File: config.mk
export PLATFORM = sky130hd
export DESIGN_NAME = led_pattern_ctrl
export DESIGN_NICKNAME = d
export VERILOG_FILES = /design/src/rtl/led_ctrl_pkg.sv /design/src/rtl/led_tick_gen.sv /design/src/rtl/led_pattern_ctrl.sv
export SDC_FILE = /design/constraint.sdc
export NUM_CORES = 1
export LEC_CHECK = 0
export CORE_ASPECT_RATIO = 2
export CORE_MARGIN = 5
export CORE_UTILIZATION = 25
export CTS_BUF_LIST = sky130_fd_sc_hd__clkbuf_2
export DETAILED_ROUTE_END_ITERATION = 12
export SYNTH_ARGS = -nofsm -noshare
export SYNTH_HDL_FRONTEND = slang
export SYNTH_SLANG_ARGS = --single-unit
File: constraint.sdc
create_clock -name clk -period 5.69 [get_ports clk]
set_clock_uncertainty 0.2 [all_clocks]
set_input_delay 0.569 -clock clk [delete_from_list [all_inputs] [get_ports clk]]
set_output_delay 0.569 -clock clk [all_outputs]
set_load 0.005 [all_outputs]
File: src/rtl/led_ctrl_pkg.sv
// led_ctrl_pkg: shared mode codes, FSM encoding and initial LED patterns
package led_ctrl_pkg;
    localparam logic [1:0] MODE_OFF    = 2'b00;
    localparam logic [1:0] MODE_CHASE  = 2'b01;
    localparam logic [1:0] MODE_BOUNCE = 2'b10;
    localparam logic [1:0] MODE_BLINK  = 2'b11;
    localparam logic [1:0] S_OFF  = 2'd0;
    localparam logic [1:0] S_LOAD = 2'd1;
    localparam logic [1:0] S_RUN  = 2'd2;
    localparam logic [3:0] PAT_OFF  = 4'b0000;
    localparam logic [3:0] PAT_SEED = 4'b0001;
    localparam logic [3:0] PAT_ALL  = 4'b1111;
    function automatic logic [3:0] init_pattern(input logic [1:0] mode);
        return mode == MODE_BLINK ? PAT_ALL : mode == MODE_OFF ? PAT_OFF : PAT_SEED;
    endfunction
endpackage

File: src/rtl/led_tick_gen.sv
// led_tick_gen: step-period divider producing a one-cycle clock-enable tick
module led_tick_gen (
    input  logic        clk,
    input  logic        nrst,
    input  logic        en,
    input  logic        clr,
    input  logic [31:0] period,
    output logic        tick
);
    logic [31:0] count_q, count_d;
    // >= rather than == so a period shortened mid-count still wraps promptly
    assign tick = en && (count_q >= period - 32'd1);
    // count only while enabled; clear on request or on reaching the terminal count
    always_comb count_d = clr ? 32'd0 : !en ? count_q : tick ? 32'd0 : count_q + 32'd1;
    // counter register
    always_ff @(posedge clk or negedge nrst)
        if (!nrst) count_q <= 32'd0;
        else       count_q <= count_d;
endmodule

File: src/rtl/led_pattern_ctrl.sv
// led_pattern_ctrl: command-driven sequencer for CHASE/BOUNCE/BLINK/OFF LED patterns
module led_pattern_ctrl
    import led_ctrl_pkg::*;
#(
    parameter int unsigned TICK_DIV = 1250000,
    parameter int unsigned N_LED    = 4
) (
    input  logic             clk,
    input  logic             nrst,
    input  logic             cmd_valid,
    output logic             cmd_ready,
    input  logic [1:0]       cmd_mode,
    input  logic [1:0]       cmd_speed,
    input  logic             pause,
    output logic [N_LED-1:0] led,
    output logic             step_strobe
);
    logic [1:0]       state_q, state_d, mode_q, mode_d, speed_q, speed_d;
    logic [N_LED-1:0] led_q, led_d, step_led;
    logic             down_q, down_d, strobe_q, strobe_d, bounce_down, accept, tick;
    logic [31:0]      period;
    assign cmd_ready   = state_q != S_LOAD;
    assign accept      = cmd_valid && cmd_ready;
    assign period      = 32'(TICK_DIV) << speed_q;
    assign led         = led_q;
    assign step_strobe = strobe_q;
    // bounce reverses when the lit LED sits at the end it is heading towards
    assign bounce_down = down_q ? !led_q[0] : led_q[3];
    assign step_led    = mode_q == MODE_CHASE  ? {led_q[2:0], led_q[3]} :
                         mode_q == MODE_BOUNCE ? (bounce_down ? led_q >> 1 : led_q << 1) :
                         ~led_q;
    led_tick_gen u_tick (
        .clk    (clk),
        .nrst   (nrst),
        .en     (state_q == S_RUN && !pause),
        .clr    (state_q == S_LOAD),
        .period (period),
        .tick   (tick)
    );
    // next state: a new command outranks loading and stepping, so a tick on the accept cycle is dropped
    always_comb begin
        state_d  = state_q;
        mode_d   = mode_q;
        speed_d  = speed_q;
        led_d    = led_q;
        down_d   = down_q;
        strobe_d = 1'b0;
        if (accept) begin
            state_d = S_LOAD;
            mode_d  = cmd_mode;
            speed_d = cmd_speed;
        end else if (state_q == S_LOAD) begin
            led_d   = init_pattern(mode_q);
            down_d  = 1'b0;
            state_d = mode_q == MODE_OFF ? S_OFF : S_RUN;
        end else if (tick) begin
            led_d    = step_led;
            down_d   = bounce_down;
            strobe_d = 1'b1;
        end
    end
    // state registers; the strobe is registered so it coincides with the stepped led value
    always_ff @(posedge clk or negedge nrst)
        if (!nrst) begin
            state_q  <= S_OFF;
            mode_q   <= MODE_OFF;
            speed_q  <= 2'd0;
            led_q    <= '0;
            down_q   <= 1'b0;
            strobe_q <= 1'b0;
        end else begin
            state_q  <= state_d;
            mode_q   <= mode_d;
            speed_q  <= speed_d;
            led_q    <= led_d;
            down_q   <= down_d;
            strobe_q <= strobe_d;
        end
endmodule
==> impl_metrics.yaml <==
flow_run:
  drv_cap: 0
grt:
  first_global_vias: 2809
  grt_pass1_wl_mm: 13.6
  number_of_antenna_violations_at_the_first_check_in_global_routing: 1
  grt_util_all_layers_pct: 11.5
  grt_start_max_net_pins: 45
  gr-total-overflow: 0
setup_path:
  r2r_start: "speed_q[0]"
  worst_path_dominant_cell_family: "simple AND/OR/NAND/NOR gates"
  crit_path_end: "u_tick.count_q[7]"
  cp_slowest_cell: "or4_4"
  timing.critical_path.required_ns: 5.83
  rrSetupSlack_ns: 2.04
  cp-startpoint: "speed_q[0]"
  worst_r2r_path_depth: 10
  cp.depth: 10
  crit_chain: "inv_1, ha_1, or3_1, ha_1, nand4_1, or4_4, a2111o_1, a31oi_2, buf_4, nor2_1"
  worst_path_largest_cell_delay_ns: 0.62
  worstSetupEndpointType: "flop"
  cp.arrival_ns: 3.79
  critical_path_class: "reg -> reg"
  critPathBufInv: 2
  worst_path_most_repeated_cell: "ha_1"
  timing.critical_path.from_type: "flop"
  critical_path_maximum_fanout: 28
  regToRegEndpoint: "u_tick.count_q[7]"
timing:
  min_period_over_period_pct: 64.1
  slew_headroom_pct: 31.0
  timing_worst_slew_pin_value_ns: 1.03
  timing.final.max_slew_violations: 0
  setup_viol: 0
  timing.fmax_ghz: 0.274
  final.min_clock_period_ns: 3.65
  tns_ns: 0
  grt_setup_unrepaired: "no"
  hold_viol: 0
  setup_ws_post_layout_ns: 2.04
yosys:
  number_of_synthesized_flops_with_an_enable_pin: 0
  most_common_flop_cell_mapped_by_yosys: "dfrtp_1"
  synth_async_sr_flop_share_pct: 100
  syn_area_sq_um: 3140
  synth_seq_cells: 44
  yosys.area.top_type: "dfrtp_1"
  postSynthCellCount: 352
  synth_top_cell_area_share_pct: 35.0
  synth.most_common_cell: "nor2_1"
  ys_top_cells_by_count: "nor2_1, dfrtp_1, ha_1, inv_1, nand3_1"
  seq_area_frac_synth_pct: 35.0
  ys.warnings.count: 0
  unique_masters_post_synth: 52
  synthesis.area_per_instance_sq_um: 8.93
  synth.top_cells.by_area: "dfrtp_1, ha_1, nor2_1, xnor2_1, xor2_1"
floorplan:
  dieArea_sq_um: 15100
  floorplan.die.height_microns: 169
  core-area_sq_um: 12500
  num_rows: 58
  i_o_pins: 14
  initial_core_util_pct: 25.2
  die_x_microns: 89.3
clocking:
  cts_tree: "yes"
  post_cts_hold_buffers: 0
  clock_path_buffers: 2
  cts_sinks: 44
  cts_inserted_buffers: 5
  post_cts_resize_count: 0
  path_clk_slew_ns: 0.24
  worstSkewPairLatency_ns: 0.44
  clockRootBuffer: "clkbuf_2"
  htree_num_levels: 2
  cts_setup_buffers: 0
place:
  place_ws_ns: 2.00
  buffer_ports.inserted: 13
  gp_routability_congestion: 0.882
  place_hpwl_mm: 6.16
power_and_ir_drop:
  total_leakage_power_uw: 0.00156
  power.density_nw_per_um2: 318
  ir_drop_mv: 0.239
drt:
  route.vias.total: 2612
  dr.first_iter.drc_count: 102
  postRouteAntennaNets: 0
  finalWirelength_mm: 7.90
  drc_violation_count_after_routing: 0
  post_drt_wl_per_cell_microns: 15.4
  post_drt_via_cell_ratio: 5.08
  drt_pass1_iterations: 4
min_path:
  worstHoldPathType: "in -> async"
run_status:
  result_of_the_run: "complete, no violations"
finish:
  layout-drive-gt1-share_pct: 6.34
  utilization_pct: 27.8
  area.growth.synth_to_final_pct: 10.6
  number_of_fillers_in_the_final_layout: 1357
  finalNetCount: 404
[state kept, by name (all words and copies together), names as in the netlist]
signal          cells
state_q             2
step_strobe         1
speed_q             2
u_tick.count_q     32
led                 4
mode_q              2
down_q              1
[per-layer routing]
| layer | up-vias | global-route usage, % | wire (microns) |
|---|---|---|---|
| met1 | 1255 | 11.3 | 2700 |
| met2 | 62 | 21.3 | 4550 |
| li1 | 1268 | - | - |
| met3 | 27 | 0.974 | 197 |
| met5 | - | 0 | 0 |
| met4 | 0 | 8.10 | 449 |
[cell families (layout without fill, tap and decap cells)]
logic type      Yosys count  after routing  share of synthesized area, %
simple gates            137            137                          21.3
compound gates           65             65                          14.5
flops                    44             44                          35.0
fa+ha+maj                34             34                          13.5
buf+inv                  34             44                          4.70
xor+xnor                 29             29                          8.08
mux                       8              8                          2.75
other cells               1              3                         0.119
[where the power goes]
group / total, uW / switching [uW] / internal [uW]
logic: 478 / 281 / 197
registers: 441 / 92.0 / 349
clock network: 188 / 114 / 73.7
total: 1110 / 487 / 620
[through the flow]
step / hold slack (ns) / total power [uW] / instances / area [sq um]
after global routing: 0.0858 / 1210 / 514 / 3480
after CTS: 0.0731 / 1120 / 513 / 3470
after global placement: 0.293 / 907 / 505 / 3410
after detailed placement: 0.318 / 928 / 505 / 3410
final: 0.0617 / 1110 / 514 / 3480
after floorplan: 0.0734 / 787 / 353 / 3150
[worst min path at each step]
stage | to | slack, ns | cells past startpoint | start
2_1_floorplan | down_q | 0.07 | 0 | nrst
3_3_place_gp | u_tick.count_q[0] | 0.29 | 1 | u_tick.count_q[0]
3_5_place_dp | u_tick.count_q[0] | 0.32 | 1 | u_tick.count_q[0]
4_1_cts | u_tick.count_q[2] | 0.07 | 1 | nrst
5_1_grt | u_tick.count_q[2] | 0.09 | 1 | nrst
6_report | u_tick.count_q[12] | 0.06 | 1 | nrst
[layout make-up]
cell class | instances | area (sq um) | area share, %
sequential | 44 | 1100 | 31.7
tap | 150 | 188 | 5.40
multi-input combinational | 275 | 1900 | 54.6
antenna | 1 | 2.50 | 0.0720
clock inverter | 3 | 42.5 | 1.22
inverter | 21 | 78.8 | 2.27
clock buffer | 5 | 25.0 | 0.720
timing repair buffer | 15 | 140 | 4.03
[layout by cell type (no fill, tap or decap), drive strengths merged, types with 4 or more instances in the layout]
| cell | synthesis | layout |
|---|---|---|
| clkbuf | 10 | 5 |
| a21oi | 16 | 16 |
| dfrtp | 44 | 44 |
| nand2 | 20 | 20 |
| clkdlybuf4s50 | 0 | 12 |
| nand3 | 21 | 21 |
| nor3 | 4 | 4 |
| a211oi | 5 | 5 |
| xor2 | 13 | 13 |
| or3 | 4 | 4 |
| inv | 21 | 21 |
| xnor2 | 16 | 16 |
| and4 | 6 | 6 |
| nor2 | 56 | 56 |
| ha | 34 | 34 |
| mux2 | 5 | 5 |
| nand4 | 9 | 9 |
| o21ai | 16 | 16 |
No activity file was read; power rests on OpenSTA's default activity.
